==> src/rtl/inst_fetcher_pkg.sv <==
// inst_fetcher_pkg
//   Shared widths, constants and types for the instruction fetch stage.
//   INST_W / ADDR_W : instruction and address widths
//   PC_INC          : sequential PC step
//   iq_entry_t      : one IQ entry, {pc, inst} = 64 bits
//   fetch_state_e   : fetch FSM encoding
package inst_fetcher_pkg;

   localparam int INST_W = 32;
   localparam int ADDR_W = 32;
   localparam logic [ADDR_W-1:0] PC_INC = 32'd4;

   typedef struct packed {
      logic [ADDR_W-1:0] pc;
      logic [INST_W-1:0] inst;
   } iq_entry_t;

   typedef enum logic {
      ST_IDLE = 1'b0,
      ST_REQ  = 1'b1
   } fetch_state_e;

endpackage

==> src/rtl/inst_fetcher_inst_queue.sv <==
// inst_queue
//   In-order instruction FIFO between the fetch FSM and the decoder.
//   clk_in, rst_in    : clock, synchronous active-high reset
//   push_i, entry_i   : write one {pc, inst} entry at the tail
//   pop_i             : retire the head entry
//   flush_i           : empty the queue (wins over push/pop)
//   count_o           : occupancy, 0..DEPTH
//   full_o, empty_o   : occupancy flags
//   head_inst_o/pc_o  : head entry contents (raw; caller qualifies with !empty)
// Callers gate push/pop/flush with the global ready themselves.
module inst_queue
   import inst_fetcher_pkg::*;
#(
   parameter int DEPTH = 4
) (
   input  logic                        clk_in,
   input  logic                        rst_in,
   input  logic                        push_i,
   input  iq_entry_t                   entry_i,
   input  logic                        pop_i,
   input  logic                        flush_i,
   output logic [$clog2(DEPTH):0]      count_o,
   output logic                        full_o,
   output logic                        empty_o,
   output logic [INST_W-1:0]           head_inst_o,
   output logic [ADDR_W-1:0]           head_pc_o
);

   localparam int PTR_W = $clog2(DEPTH);
   localparam int CNT_W = PTR_W + 1;

   iq_entry_t          mem_q [DEPTH];
   logic [PTR_W-1:0]   head_q, head_d;
   logic [PTR_W-1:0]   tail_q, tail_d;
   logic [CNT_W-1:0]   count_q, count_d;

   always_comb begin
      head_d  = head_q;
      tail_d  = tail_q;
      count_d = count_q;
      if (flush_i) begin
         head_d  = '0;
         tail_d  = '0;
         count_d = '0;
      end else begin
         // Pointers are power-of-two sized, so increments wrap for free.
         if (push_i) tail_d = tail_q + 1'b1;
         if (pop_i)  head_d = head_q + 1'b1;
         count_d = count_q + CNT_W'(push_i) - CNT_W'(pop_i);
      end
   end

   always_ff @(posedge clk_in) begin
      if (rst_in) begin
         head_q  <= '0;
         tail_q  <= '0;
         count_q <= '0;
      end else begin
         head_q  <= head_d;
         tail_q  <= tail_d;
         count_q <= count_d;
      end
   end

   // Storage needs no reset: entries are only visible while counted.
   always_ff @(posedge clk_in) begin
      if (push_i && !flush_i && !rst_in) mem_q[tail_q] <= entry_i;
   end

   assign count_o     = count_q;
   assign full_o      = (count_q == CNT_W'(DEPTH));
   assign empty_o     = (count_q == '0);
   assign head_inst_o = mem_q[head_q].inst;
   assign head_pc_o   = mem_q[head_q].pc;

endmodule

==> src/rtl/inst_fetcher.sv <==
// inst_fetcher
//   Fetch stage: owns the PC, issues one cache request at a time, buffers
//   responses in an in-order IQ and hands them to the decoder.
//   clk_in, rst_in, rdy_in       : clock, sync active-high reset, global ready
//   rob_clear_up, rob_new_pc     : misprediction redirect
//   start_fetch, pc              : request to cache (held until fetch_ready)
//   fetch_ready, inst, inst_addr : cache response strobe and payload
//   dec_valid, dec_ready         : decoder handshake on the IQ head
//   dec_inst, dec_pc             : IQ head, zero when dec_valid is low
module inst_fetcher
   import inst_fetcher_pkg::*;
#(
   parameter int                IQ_DEPTH = 4,
   parameter logic [ADDR_W-1:0] RESET_PC = 32'h0
) (
   input  logic              clk_in,
   input  logic              rst_in,
   input  logic              rdy_in,
   input  logic              rob_clear_up,
   input  logic [ADDR_W-1:0] rob_new_pc,
   output logic              start_fetch,
   output logic [ADDR_W-1:0] pc,
   input  logic              fetch_ready,
   input  logic [INST_W-1:0] inst,
   input  logic [ADDR_W-1:0] inst_addr,
   output logic              dec_valid,
   input  logic              dec_ready,
   output logic [INST_W-1:0] dec_inst,
   output logic [ADDR_W-1:0] dec_pc
);

   localparam int CNT_W = $clog2(IQ_DEPTH) + 1;

   fetch_state_e      state_q, state_d;
   logic [ADDR_W-1:0] pc_q, pc_d;

   logic              flush;
   logic              push;
   logic              pop;
   logic [CNT_W-1:0]  iq_count;
   logic [CNT_W-1:0]  cnt_after;
   logic              iq_full;
   logic              iq_empty;
   logic [INST_W-1:0] head_inst;
   logic [ADDR_W-1:0] head_pc;

   assign flush = rdy_in && rob_clear_up && !rst_in;

   // Only a response matching the outstanding PC is accepted; anything else
   // is a leftover from before a redirect. A response coincident with a
   // flush is dropped along with the rest of the stream.
   assign push = rdy_in && !rob_clear_up && !rst_in && (state_q == ST_REQ)
                 && fetch_ready && (inst_addr == pc_q);

   assign dec_valid = !rst_in && !flush && !iq_empty;
   assign pop       = dec_valid && dec_ready && rdy_in;
   assign dec_inst  = dec_valid ? head_inst : '0;
   assign dec_pc    = dec_valid ? head_pc   : '0;

   assign start_fetch = !rst_in && !flush && (state_q == ST_REQ) && !iq_full;
   assign pc          = pc_q;

   // Occupancy after this cycle's push/pop; drives the REQ/IDLE decision so a
   // pop lets the request go out on the very next cycle.
   assign cnt_after = iq_count + CNT_W'(push) - CNT_W'(pop);

   always_comb begin
      state_d = state_q;
      pc_d    = pc_q;
      if (flush) begin
         state_d = ST_REQ;
         pc_d    = rob_new_pc;
      end else if (rdy_in) begin
         case (state_q)
            ST_REQ: begin
               if (push) begin
                  pc_d    = pc_q + PC_INC;
                  state_d = (cnt_after < CNT_W'(IQ_DEPTH)) ? ST_REQ : ST_IDLE;
               end
            end
            ST_IDLE: begin
               if (cnt_after < CNT_W'(IQ_DEPTH)) state_d = ST_REQ;
            end
            default: state_d = ST_REQ;
         endcase
      end
   end

   always_ff @(posedge clk_in) begin
      if (rst_in) begin
         state_q <= ST_REQ;
         pc_q    <= RESET_PC;
      end else if (rdy_in) begin
         state_q <= state_d;
         pc_q    <= pc_d;
      end
   end

   inst_queue #(
      .DEPTH(IQ_DEPTH)
   ) u_iq (
      .clk_in      (clk_in),
      .rst_in      (rst_in),
      .push_i      (push),
      .entry_i     ('{pc: inst_addr, inst: inst}),
      .pop_i       (pop),
      .flush_i     (flush),
      .count_o     (iq_count),
      .full_o      (iq_full),
      .empty_o     (iq_empty),
      .head_inst_o (head_inst),
      .head_pc_o   (head_pc)
   );

endmodule

==> config.mk <==
export PLATFORM = sky130hd
export DESIGN_NAME = inst_fetcher
export DESIGN_NICKNAME = d
export VERILOG_FILES = /design/src/rtl/inst_fetcher_pkg.sv /design/src/rtl/inst_fetcher_inst_queue.sv /design/src/rtl/inst_fetcher.sv
export SDC_FILE = /design/constraint.sdc
export NUM_CORES = 1
export LEC_CHECK = 0
export ABC_AREA = 1
export CAP_MARGIN = 30
export CORE_MARGIN = 8
export CORE_UTILIZATION = 56
export CTS_BUF_LIST = sky130_fd_sc_hd__clkbuf_4
export DETAILED_ROUTE_END_ITERATION = 8
export HOLD_SLACK_MARGIN = 0.02
export PLACE_DENSITY = 0.91
export RECOVER_POWER = 50
export SLEW_MARGIN = 20
export SYNTH_ARGS = -nofsm -noshare
export SYNTH_HDL_FRONTEND = slang
export SYNTH_SLANG_ARGS = --single-unit
==> constraint.sdc <==
create_clock -name clk_in -period 5.7 [get_ports clk_in]
set_input_delay 0.57 -clock clk_in [delete_from_list [all_inputs] [get_ports clk_in]]
set_output_delay 0.57 -clock clk_in [all_outputs]
set_load 0.02 [all_outputs]
Word level (Yosys, flattened, before mapping)
Memories as Yosys holds them, arrays and structs flattened. A register that Yosys moved wholly into a read port is not among the register bits.
Index checks and enable logic that the tools add are counted.
- memories: 1
- output and inout port bits: 98
- input port bits: 102
- memory bits (writable): 256
- register bits: 40
- reduce and logical (&&, ||, !) cells: 25
- multiplexer cells: 13
- magnitude comparators: 1
- bitwise gates (word level): 1
- equality and inequality tests: 2
- $add $sub $neg: 5
- memory list (memory ; depth ; width ; rd ports ; clocked after Yosys merged registers in ; wr ports ; line ; text):
    u_iq.mem_q ; 4 ; 64 ; 1 ; 1 ; 1 ; inst_fetcher_inst_queue.sv:32 ; iq_entry_t mem_q [DEPTH];
- operators with widths (operator ; count):
    $mux 32 ; 5
    $add 32x3->32 const B ; 1
    $eq 32x32->1 ; 1
    $logic_and 1x1->1 ; 15
    $logic_not 1->1 ; 5
    $mux 1 ; 5
    $add 2x1->2 const B ; 2
    $mux 2 ; 2
    $reduce_bool 2->1 ; 2
    $add 3x1->3 ; 1
    $eq 3x3->1 const B ; 1
    $logic_not 3->1 ; 1
    $lt 3x3->1 const B ; 1
    $reduce_and 3->1 ; 1
    $sub 3x1->3 ; 1
    $pmux 1 s2 ; 1
    $reduce_or 2->1 ; 1
    $not 1->1 ; 1

Logic depth before layout (Yosys ltp)
- depth after elaboration: 13
- gate-level depth with buffers: 17

By module
From an unflattened synthesis, not the netlist that was laid out.
- cells, all modules: 1505
- area total of the unflattened synthesis: 14186.1 um^2
- by module, submodules not included (module ; seq. area each (um^2) ; cells an instance ; area each (um^2) ; instances):
    inst_queue ; 7867.5 ; 804 ; 10440.0 ; 1
    inst_fetcher ; 660.6 ; 701 ; 3746.1 ; 1

Least setup slack after synthesis
Ideal clock, no wire load.
- kind: in2reg
- start: in rst_in
- end: mem u_iq.mem_q[0][0] (netlist bit), enable pin
- required time: 5.214 ns
- setup time: 0.486 ns
- stages on the path: 10
- data arrival time: 4.063 ns
- slack: 1.151 ns
- cells stage by stage: buf_6 -> clkinv_4 -> nand2_2 -> nor2_2 -> nand2_1 -> nor3_1 -> nand2_1 -> nor2_1 -> nand2_1 -> nor2_1
- longest elaborated chain between the ends: 9
- elaborated cells on any way between the ends: 11
- classes of those cells: mux (2); reduce/logical (9)
- RTL lines (what ; line ; text):
    start: declaration ; inst_fetcher.sv:17 ; input logic rst_in,
    $logic_not 1->1 * ; inst_fetcher_inst_queue.sv:67, inst_fetcher.sv:47, inst_fetcher.sv:52 ;
    $logic_and 1x1->1 (2 in a row) ; inst_fetcher.sv:52 ; assign push = rdy_in && !rob_clear_up && !rst_in && (state_q == ST_REQ)
    $logic_and 1x1->1 (2 in a row) ; inst_fetcher.sv:53 ; && fetch_ready && (inst_addr == pc_q);
    $logic_and 1x1->1 ; inst_fetcher_inst_queue.sv:67 ; if (push_i && !flush_i && !rst_in) mem_q[tail_q] <= entry_i;
    $logic_and 1x1->1 * ; inst_fetcher_inst_queue.sv:67 ;
    $mux 1 * ; inst_fetcher_inst_queue.sv:67 ;
    $mux 1 (not written as such) * ; inst_fetcher_inst_queue.sv:67 ;
    end: declaration ; inst_fetcher_inst_queue.sv:32 ;
Mark *: on every way between the ends. The rest lies on a longest branch, timed or not.

Final worst setup path
- start: in rst_in
- end: out dec_pc[19]
- longest elaborated chain between the ends: 6
- RTL lines (what ; line ; text):
    $logic_not 1->1 * ; inst_fetcher.sv:47, inst_fetcher.sv:55 ;
    $logic_and 1x1->1 ; inst_fetcher.sv:47 ; assign flush = rdy_in && rob_clear_up && !rst_in;
    $logic_not 1->1 ; inst_fetcher.sv:55 ; assign dec_valid = !rst_in && !flush && !iq_empty;
    $logic_and 1x1->1 * (2 in a row) ; inst_fetcher.sv:55 ;
    $mux 32 * ; inst_fetcher.sv:58 ; assign dec_pc = dec_valid ? head_pc : '0;
    end: declaration ; inst_fetcher.sv:29 ; output logic [ADDR_W-1:0] dec_pc
Marks and branches as above.

==> results by stage <==
Final layout:
- The area used by sequential logic in the layout is around 8500 um^2.
- The filler cell count is between 1.5k and 2k.
- In the final layout, the share of cells above drive strength 1 is 0.0994.
- The net count of the finished layout is 1796.
- Leaving out filler cells and counting taps, the final layout contains approximately 2k.
- The area growth from synthesis to layout is 23.6%.
- The area of combinational cells with multiple inputs is between 4000 and 5000 um^2.
- Once layout is complete, the utilization of the core stands at 0.700.

Clock tree:
- TritonCTS built the clock tree.
- The clock-pin transition on the worst setup and hold timing paths is around 0.07 ns.
- The clock latency on the worst-skew pair is between 0.6 and 0.7 ns.
- Once the clock tree was built, the setup fixing pass inserted 0 buffers.
- The number of buffers on the longest clock path is 3.
- The CTS buffer count is 74.
- The clock sink total is slightly below 300.
- Clock tree synthesis selected as its root buffer the cell sky130_fd_sc_hd__clkbuf_4.
- The number of cells upsized or downsized after cts is 0.
- The H-tree was split into 3 levels.
- The cts-stage hold buffer count is 0.

Routing:
- The first-pass detailed-route iteration total is 6.
- The count of nets left with antenna violations once routing finished came out at 0.
- After detailed routing, the total wire length is roughly 38 mm.
- Dividing the detail-routed wire length by the instance count gives ~19 um.
- The number of vias per cell after detailed routing is between 5 and 6.
- The DRC violation count after routing is 0.
- The final route contains 11.3k vias.
- The first routing iteration left about 1.1k violations.

Floorplan:
- The overall die width is about 170 um.
- 200 I/O pins were placed.
- In this run the vertical extent of the chip is approximately 170 um.
- The die covers slightly below 30000 um^2.
- The core region is roughly 24000 um^2.
- The initialized floorplan defines 57 standard-cell rows.
- The starting density of the core is 0.566.

GRT:
- The initial antenna violation count came to 4.
- After global routing the overflow that remains totals 0.
- Across every metal layer, demand over resource in global routing totals 0.258.
- Entering global routing, the biggest net connects 65 pins.
- The via count of the first global-routing pass is 11.2k.
- The first-pass GRT wire length is 59.4 mm.

Power and ir drop:
- The sequential power share is 0.534.
- The power density relative to cell area is 264 nW/um^2.
- The power share of the clock group is 0.423.
- The analysis attributes to net switching a power of roughly 0.94 mW.
- Of the total power, the share spent switching nets is 0.212.
- The largest voltage drop on the vdd net is roughly 0.00014 V.
- The share of total power in combinational logic is 0.042.
- The analysis attributes to cell leakage a power of 6.16 nW.
- The internal power summed over all cells is about 3.5 mW.

Outcome:
- The run finished, with violations left.
- The checks that failed: capacitance limit, slew limit.

Setup path:
- The critical path in this run is classified as input port to output pin.
- The worst register-to-register path ends at pc[8].
- For flop-to-flop paths, the worst setup slack is roughly 1.8 ns.
- In this run the worst setup path begins at rst_in.
- The critical register-to-register path startpoint is pc[11].
- The worst setup path is launched from an input port.
- The highest net fanout along the worst path is 64.
- In this run the worst setup path terminates at dec_pc[19].
- The worst-case reg-to-reg path depth is 12.
- Data on the critical path arrives at its endpoint at about 3.6 ns.
- The critical path required time is approximately 5.1 ns.
- The worst setup path is captured at an output pin.

Placement:
- The congestion estimate from routability-driven global placement came to 0.947.
- Summed over all nets, the half-perimeter wirelength after detailed placement is roughly 25 mm.
- The number of placed instances, taps included, is 1934.
- The count of buffers added on input and output ports is a little under 200.

Synth:
- The proportion of synthesized chip area in sequential cells is 0.625.
- The mean instance size in the synthesized netlist is approximately 9.3 um^2.
- The area share of the leading cell type in the synthesized netlist is 0.563.
- For this run, the number of Yosys warnings is 0.
- In the synthesized netlist the async set-or-reset flop fraction comes to 0.
- In the post-synthesis netlist, the biggest area contributors are sky130_fd_sc_hd__edfxtp_1 56%, sky130_fd_sc_hd__nor2_1 10%, sky130_fd_sc_hd__nand2_1 7.8%.
- Synthesis inferred around 300 register bits.
- Among all flip-flop cells after synthesis, the most frequent one is sky130_fd_sc_hd__edfxtp_1.
- The netlist uses 35 different library cells.
- The mapped netlist covers 13700 um^2.
- The post-synth net total is between 1.5k and 2k.
- After technology mapping, the gate count stands at about 1.5k.
- The number of enable-type register cells in the synthesized netlist is roughly 260.
- The synthesized design spends more area on one cell type than any other, namely sky130_fd_sc_hd__edfxtp_1.

Min path:
- In this run the worst hold path is classified as register to register.
- Along the worst hold path, the cell count comes to 2.

Timing:
- The pin slew with the least headroom to its limit is around 1.7 ns.
- Setup repair after global routing left no endpoint under its margin.
- The total count of max-transition violations in the final report is 41.
- Adding up every negative setup slack in the final design gives 0 ns.
- The relative max-transition margin is -0.150.
- The part of the cycle the worst path needs is 0.734.
- The final worst hold slack is ~0.47 ns.
- The number of failing hold endpoints at the final stage is 0.
- The clock arrives with between 0.03 and 0.04 ns of skew.
- The final setup violation count is 0.
- For this run, the top clock speed supported by timing is 239 MHz.
- The final critical delay including setup and external delays is around 4.2 ns.

Job:
- The count of maximum capacitance violations is 1.
[cells in the final DEF (no fill, tap or decap), types with 5 or more instances in the layout]
cell,count
sky130_fd_sc_hd__nand2_2,11
sky130_fd_sc_hd__buf_4,7
sky130_fd_sc_hd__edfxtp_1,256
sky130_fd_sc_hd__o21ai_0,139
sky130_fd_sc_hd__o21ai_1,17
sky130_fd_sc_hd__nand2_1,284
sky130_fd_sc_hd__dfxtp_1,40
sky130_fd_sc_hd__clkbuf_4,110
sky130_fd_sc_hd__xnor2_1,8
sky130_fd_sc_hd__clkdlybuf4s50_1,102
sky130_fd_sc_hd__dlygate4sd3_1,97
sky130_fd_sc_hd__xor2_1,9
sky130_fd_sc_hd__ha_1,7
sky130_fd_sc_hd__nand3_1,50
sky130_fd_sc_hd__buf_12,5
sky130_fd_sc_hd__inv_1,66
sky130_fd_sc_hd__nor2_1,359
sky130_fd_sc_hd__clkinv_1,11
sky130_fd_sc_hd__a21oi_1,97
sky130_fd_sc_hd__inv_2,20
[worst max-delay path: stages]
cell                              delay (ns)
sky130_fd_sc_hd__clkdlybuf4s50_1        0.45
sky130_fd_sc_hd__buf_4                  0.32
sky130_fd_sc_hd__clkinv_4               0.16
sky130_fd_sc_hd__nand2_1                0.39
sky130_fd_sc_hd__a31oi_1                0.11
sky130_fd_sc_hd__clkinv_1               0.09
sky130_fd_sc_hd__buf_4                  0.60
sky130_fd_sc_hd__a21oi_1                0.20
sky130_fd_sc_hd__clkdlybuf4s50_1        0.60
[metal layers]
metal	vias to the layer above	part of all wire	track usage
met3	86	0.089	0.0573
met4	4	0.025	0.0948
met5	-	0.00071	0
met2	558	0.49	0.432
li1	5366	-	-
met1	5268	0.39	0.324
[worst min path at each step]
stage	from	endpoint	slack (ns)
detailed placement	u_iq.head_q[1]	register	0.46
global route	u_iq.head_q[1]	register	0.49
finish	u_iq.head_q[1]	register	0.47
CTS	u_iq.head_q[1]	register	0.46
floorplan	u_iq.head_q[1]	register	0.44
global placement	u_iq.head_q[1]	register	0.44
[registers in the layout, indices dropped and copies added (netlist names), named ones only]
| name | count |
|---|---|
| u_iq.mem_q | 256 |
| pc | 32 |
| u_iq.count_o | 3 |
| u_iq.head_q | 2 |
| u_iq.tail_q | 2 |
| state_q | 1 |
[synth_stat cells, types with 3 or more instances]
| cell | n |
|---|---|
| sky130_fd_sc_hd__xnor2_1 | 8 |
| sky130_fd_sc_hd__o21ai_1 | 17 |
| sky130_fd_sc_hd__nor2_2 | 3 |
| sky130_fd_sc_hd__inv_1 | 68 |
| sky130_fd_sc_hd__buf_1 | 24 |
| sky130_fd_sc_hd__dfxtp_1 | 42 |
| sky130_fd_sc_hd__clkinv_1 | 5 |
| sky130_fd_sc_hd__xor2_1 | 9 |
| sky130_fd_sc_hd__nand3_1 | 49 |
| sky130_fd_sc_hd__o21ai_0 | 139 |
| sky130_fd_sc_hd__ha_1 | 7 |
| sky130_fd_sc_hd__edfxtp_1 | 256 |
| sky130_fd_sc_hd__nand2_1 | 282 |
| sky130_fd_sc_hd__nand4_1 | 4 |
| sky130_fd_sc_hd__inv_2 | 20 |
| sky130_fd_sc_hd__nor3_1 | 3 |
| sky130_fd_sc_hd__a21oi_2 | 10 |
| sky130_fd_sc_hd__buf_6 | 4 |
| sky130_fd_sc_hd__buf_2 | 6 |
| sky130_fd_sc_hd__nand2_2 | 12 |
| sky130_fd_sc_hd__clkbuf_1 | 32 |
| sky130_fd_sc_hd__nor2_1 | 362 |
| sky130_fd_sc_hd__a21oi_1 | 88 |
[logic make-up after synthesis]
logic type	count (synthesis)	share of synthesized area
multiplexers	2	0.00147
AO/OA/AOI/OAI	257	0.0974
flip-flops	298	0.625
buffers and inverters	162	0.0478
XOR/XNOR	17	0.0109
adder cells (fa/ha/maj)	8	0.00788
AND/OR/NAND/NOR	722	0.210
[metrics by stage]
| step | power (mW) | cell area [um^2] | setup slack, ns |
|---|---|---|---|
| after floorplan | 2.49 | 13700 | 1.15 |
| after global placement | 2.62 | 15900 | 1.73 |
| after detailed placement | 2.62 | 16000 | 1.70 |
| after CTS | 4.49 | 16900 | 1.70 |
| after global routing | 4.61 | 16900 | 1.38 |
| final | 4.45 | 16900 | 1.52 |
[power by group through the flow]
stage / combinational, mW / clock, mW / sequential [mW]
finish: 0.189 / 1.88 / 2.38
global route: 0.204 / 2.03 / 2.38
CTS: 0.198 / 1.92 / 2.38
detailed placement: 0.197 / 0 / 2.42
global placement: 0.194 / 0 / 2.42
floorplan: 0.0670 / 0 / 2.43
[area by class of cell]
cell class                      instances  share of cell area
Sequential cell                       298               0.506
Multi-Input combinational cell       1006               0.263
Timing Repair Buffer                  212               0.127
Clock buffer                          110              0.0489
Tap cell                              324              0.0240
Inverter                               94              0.0213
Clock inverter                         11             0.00927
Antenna cell                            3            0.000445
Power figures use the tool's default switching activity.
